### config.mk
export PLATFORM = sky130hd
export DESIGN_NAME = hazard_stall_unit
export DESIGN_NICKNAME = d
export VERILOG_FILES = /design/src/rtl/controlmux.sv /design/src/rtl/hazard_stall_unit.sv
export SDC_FILE = /design/constraint.sdc
export NUM_CORES = 1
export LEC_CHECK = 0
export BUFFER_PORTS_ARGS = -buffer_cell sky130_fd_sc_hd__buf_4
export CAP_MARGIN = 5
export CORE_MARGIN = 3
export CORE_UTILIZATION = 51
export DETAILED_ROUTE_END_ITERATION = 7
export GPL_TIMING_DRIVEN = 0
export HOLD_SLACK_MARGIN = 0.15
export PLACE_DENSITY = 0.79
export REMOVE_ABC_BUFFERS = 1
export SYNTH_ARGS = -nofsm -noshare
export SYNTH_HDL_FRONTEND = slang
export SYNTH_SLANG_ARGS = --single-unit
### constraint.sdc
create_clock -name clk -period 2.8 [get_ports clk]
set_input_delay 0.42 -clock clk [delete_from_list [all_inputs] [get_ports clk]]
set_output_delay 0.42 -clock clk [all_outputs]
set_load 0.01 [all_outputs]
### src/rtl/controlmux.sv
// controlmux: select for the ID_EX control mux, zero inserts a bubble
package controlmux;
  typedef enum logic {normal, zero} controlmux_sel_t;
endpackage

### src/rtl/hazard_stall_unit.sv
// hazard_stall_unit: pipeline stall/freeze control for load-use and decode-stage branch hazards
module hazard_stall_unit (
  input  logic                        clk,
  input  logic                        rst,
  input  logic [4:0]                  ID_rs1_i,
  input  logic [4:0]                  ID_rs2_i,
  input  logic                        ID_uses_rs1_i,
  input  logic                        ID_uses_rs2_i,
  input  logic                        ID_is_br_i,
  input  logic [4:0]                  ID_EX_rd_i,
  input  logic                        ID_EX_load_regfile_i,
  input  logic                        ID_EX_is_load_i,
  input  logic [4:0]                  EX_MEM_rd_i,
  input  logic                        EX_MEM_load_regfile_i,
  input  logic                        EX_MEM_is_load_i,
  input  logic                        icache_resp_i,
  input  logic                        dcache_req_i,
  input  logic                        dcache_resp_i,
  input  logic                        flush_i,
  output logic                        load_pc_o,
  output logic                        IF_ID_load_o,
  output logic                        ID_EX_load_o,
  output logic                        EX_MEM_load_o,
  output logic                        MEM_WB_load_o,
  output controlmux::controlmux_sel_t controlmux_sel_o,
  output logic                        stall_br_haz1_o,
  output logic                        stall_br_haz2_o,
  output logic [31:0]                 stall_cycles_o,
  output logic [15:0]                 hazard_events_o
);
  typedef enum logic {RUN, BR_LAST} state_t;
  state_t state, state_nx;
  logic freeze, m_ex, m_mem, lu, br1, br2, stall, det;
  assign freeze = (dcache_req_i & ~dcache_resp_i) | ~icache_resp_i;
  assign m_ex = (ID_uses_rs1_i & |ID_EX_rd_i & (ID_EX_rd_i == ID_rs1_i)) |
                (ID_uses_rs2_i & |ID_EX_rd_i & (ID_EX_rd_i == ID_rs2_i));
  assign m_mem = (ID_uses_rs1_i & |EX_MEM_rd_i & (EX_MEM_rd_i == ID_rs1_i)) |
                 (ID_uses_rs2_i & |EX_MEM_rd_i & (EX_MEM_rd_i == ID_rs2_i));
  assign lu = ID_EX_load_regfile_i & ID_EX_is_load_i & m_ex & ~ID_is_br_i;
  assign br2 = ID_is_br_i & ID_EX_load_regfile_i & ID_EX_is_load_i & m_ex;
  assign br1 = ID_is_br_i & ~br2 & ((ID_EX_load_regfile_i & m_ex) |
               (EX_MEM_load_regfile_i & EX_MEM_is_load_i & m_mem));
  // next state and enables: reset/freeze hold everything, flush wins over stalls, BR_LAST over detection
  always_comb begin
    {load_pc_o, IF_ID_load_o, ID_EX_load_o, EX_MEM_load_o, MEM_WB_load_o} = 5'b11111;
    controlmux_sel_o = controlmux::normal;
    stall_br_haz1_o = 1'b0;
    stall_br_haz2_o = 1'b0;
    state_nx = state;
    stall = 1'b0;
    det = 1'b0;
    if (!rst || freeze) begin
      {load_pc_o, IF_ID_load_o, ID_EX_load_o, EX_MEM_load_o, MEM_WB_load_o} = 5'b00000;
      state_nx = rst ? state : RUN;
    end else if (flush_i) begin
      state_nx = RUN;
    end else if (state == BR_LAST || lu || br1 || br2) begin
      {load_pc_o, IF_ID_load_o} = 2'b00;
      controlmux_sel_o = controlmux::zero;
      stall = 1'b1;
      det = state == RUN;
      stall_br_haz1_o = state == BR_LAST || br1;
      stall_br_haz2_o = state == RUN && br2;
      state_nx = (state == RUN && br2) ? BR_LAST : RUN;
    end
  end
  // state register and saturating performance counters
  always_ff @(posedge clk or negedge rst) begin
    if (!rst) begin
      state <= RUN;
      stall_cycles_o <= '0;
      hazard_events_o <= '0;
    end else begin
      state <= state_nx;
      if ((freeze | stall) & ~&stall_cycles_o) stall_cycles_o <= stall_cycles_o + 32'd1;
      if (det & ~&hazard_events_o) hazard_events_o <= hazard_events_o + 16'd1;
    end
  end
endmodule

==> impl_metrics.csv <==
group,metric,value,unit
job,drv_cap,0,
timing,slew_viol_final,0,
timing,slew_headroom,51.8,%
cts,numCtsBuffers,5,
setup_path,critical_path_arrival,2.76,ns
setup_path,critical_path.top_delay_family,"simple AND/OR/NAND/NOR gates",
synth,synth_seq_cells,49,
pwr,p_sw,460,uW
synth,syn_area_per_cell,9.91,um^2
drt,routed_via_density,5.54,
cts,cts_root_buf,"clkbuf_8",
pwr,total_power,1.58,mW
placed_design,io_buffer_count,88,
finish,instances_no_fill,438,
die,fp.dieW,80.0,um
synth,yosysWarnings,0,
grt,grt_pass1_wl,10900,um
grt,grt_pass1_vias,2322,
pwr,p_comb_share,21.9,%
cts,clk_pin_slew,0.08,ns
pwr,ir_worst_vdd,0.000265,V
synth,yosysTopAreaCellShare,43.9,%
drt,drc,0,
die,die_h,80.0,um
synth,synthArstFlopShare,100,%
synth,netlist_area,2790,um^2
synth,synth.most_common_cell,"dfrtp_1",
setup_path,rr_worst_depth,8,
synth,synthCells,282,
finish,nNetsFinal,402,
die,boundaryPins,89,
setup_path,worstSetupStartpointType,"primary input",
timing,worst_pin_slew,0.720,ns
cts,htreeDepth,2,
cts,cts.sinks,49,
setup_path,required,2.98,ns
timing,layout_min_cycle_time,2.58,ns
timing,grt_setup_unrepaired,"no",
pwr,seq_power_share,52.5,%
die,start_util,53.7,%
cts,clock_path_buffers,2,
drt,wl,6640,um
finish,areaGrowthSynthToFinish,28.8,%
drt,antenna_left,0,
synth,synthTopCellsByArea,"dfrtp_1, xnor2_1, xor2_1",
timing,finalHoldViolCount,0,
die,die-area,6400,um^2
timing,period_share,92.0,%
run_status,status,"complete, no violations",
placed_design,dp_hpwl,4840,um
hold_path,hp-class,"primary input to flip-flop",
grt,grt_max_degree,53,
setup_path,slowest_stage,"nand4b_1",
setup_path,path_buf_inv,1,
pwr,swShare,29.1,%
synth,netlist-cell-type-count,40,
drt,drtIter0Drc,147,
timing,clock_skew,0.0137,ns
placed_design,placed_cells,426,
setup_path,path_depth,8,
die,core.rowCount,26,
cts,cts_tree,"built",
pwr,clkPwrFrac,25.6,%
grt,grt_antenna_before_repair,0,
drt,dr_total_vias,2427,
die,core,5200,um^2
drt,wl_per_cell,15.2,um
pwr,power.density,439,nW/um^2
setup_path,worst_setup_path_end_kind,"flip-flop",
synth,synthTopCellsByCount,"dfrtp_1, xnor2_1, nand3_1, and3_1, nand4_1",
pwr,p_leak,1.66,nW
synth,synth_edf_count,0,
setup_path,crit_type,"primary input to flip-flop",
synth,synth_area_leader_cell,"dfrtp_1",
hold_path,holdPathStages,2,
setup_path,worstPathCellList,"buf_4 > or4_1 > o21ai_2 > nor3_1 > o21ai_1 > nand4b_1 > nand2_1 > mux2_1",
setup_path,critical_path.max_fanout,16,
setup_path,critPathMaxStageDelay,0.60,ns
grt,grt_usage,21.7,%
cts,clk_latency,0.30,ns
timing,setup_viol,0,
finish,diodes,0,
pwr,intPower,1.12,mW
synth,synth_flop_cell,"dfrtp_1",
drt,firstDrtPassIters,4,
finish,drive_gt1_share,28.8,%
synth,yosysSeqAreaShare,43.9,%
placed_design,place.gp.congestion,0.911,
grt,grt_overflow,0,
timing,fmax,0.388,GHz
==> what timing repair did <==
item | 4_1_cts | 5_1_grt
buffers inserted | 1 | 0
gates cloned | 1 | 0
pin swaps | 2 | 0
endpoints found under the hold margin | 0 | 49
gates resized for setup | 0 | 2
hold buffers | 0 | 2
endpoints found under the setup margin | 6 | 1
==> worst reg2reg max path: stages (launching register included) <==
cell	delay, ns
dfrtp_1	0.41
ha_1	0.20
and3_1	0.31
nand4_1	0.14
nor2_2	0.23
nand2b_1	0.10
or2_2	0.49
nand2_1	0.20
mux2_1	0.34
==> power by group through the flow <==
| stage | registers, mW | clock network [mW] | logic [mW] |
|---|---|---|---|
| finish | 0.829 | 0.405 | 0.347 |
| global placement | 0.840 | 0 | 0.332 |
| global route | 0.840 | 0.446 | 0.384 |
| floorplan | 0.855 | 0 | 0.136 |
| CTS | 0.828 | 0.416 | 0.345 |
| detailed placement | 0.841 | 0 | 0.342 |
==> final cells by class <==
class | count | area, um^2
fill | 426 | 1610
tap | 70 | 87.6
inverter | 8 | 30.0
multi-input combinational | 212 | 1460
clock inverter | 3 | 17.5
timing repair buffer | 91 | 709
sequential | 49 | 1230
clock buffer | 5 | 68.8
==> routing by layer <==
metal	up-vias	global-route usage, %	wire length [um]
met5	-	0	0
met4	0	5.74	73
met3	6	5.53	520
met2	86	36.0	3280
met1	1170	28.0	2770
li1	1165	-	-
==> state kept, by name (all words and copies together) (netlist names) <==
signal,cells
stall_cycles_o,32
hazard_events_o,16
state,1
==> cells by family after synthesis <==
family	count (synthesis)	synth area share, %
adders and majority gates	2	0.896
and+or+nand+nor	126	25.4
buffers and inverters	22	4.25
DFF	49	43.9
muxes	3	1.16
AOI/OAI and AO/OA	15	4.03
xor gates and xnor gates	65	20.4
==> cells in the final DEF, fill, tap and decap left out, types with 3 or more instances in the layout <==
| cell type | count |
|---|---|
| nand4b_1 | 3 |
| xor2_1 | 18 |
| nor2_1 | 11 |
| nand4_1 | 19 |
| and2_1 | 3 |
| nand2_1 | 12 |
| and3_1 | 20 |
| a21oi_1 | 3 |
| xnor2_1 | 47 |
| nand3_1 | 29 |
| nor4_1 | 8 |
| nor3_1 | 8 |
| buf_4 | 88 |
| and4_1 | 5 |
| clkbuf_8 | 5 |
| dfrtp_1 | 49 |
| o21ai_1 | 3 |
| inv_1 | 8 |
==> stage by stage <==
stage | hold WS [ns] | area, um^2 | setup WS, ns | utilization, % | TNS, ns
2_1_floorplan | 0.124 | 2710 | 0.105 | - | 0
3_3_place_gp | 0.478 | 3450 | -0.518 | 66.3 | -8.24
3_5_place_dp | 0.480 | 3450 | -0.525 | 66.3 | -8.59
4_1_cts | 0.153 | 3560 | 0.158 | 68.3 | 0
5_1_grt | 0.375 | 3600 | 0.00266 | 69.1 | 0
6_report | 0.387 | 3600 | 0.223 | 69.1 | 0
==> worst paths after layout <==
| kind | start | to | slack, ns |
|---|---|---|---|
| min in group asynchronous | rst | stall_cycles_o[22] | 0.73 |
| min | rst | state | 0.39 |
| max | ID_EX_rd_i[1] | stall_cycles_o[1] | 0.22 |
| max in group asynchronous | rst | stall_cycles_o[5] | 1.86 |
| min reg2reg | stall_cycles_o[30] | stall_cycles_o[30] | 0.49 |
| max reg2reg | stall_cycles_o[0] | stall_cycles_o[1] | 0.27 |
Power figures use the tool's default switching activity.
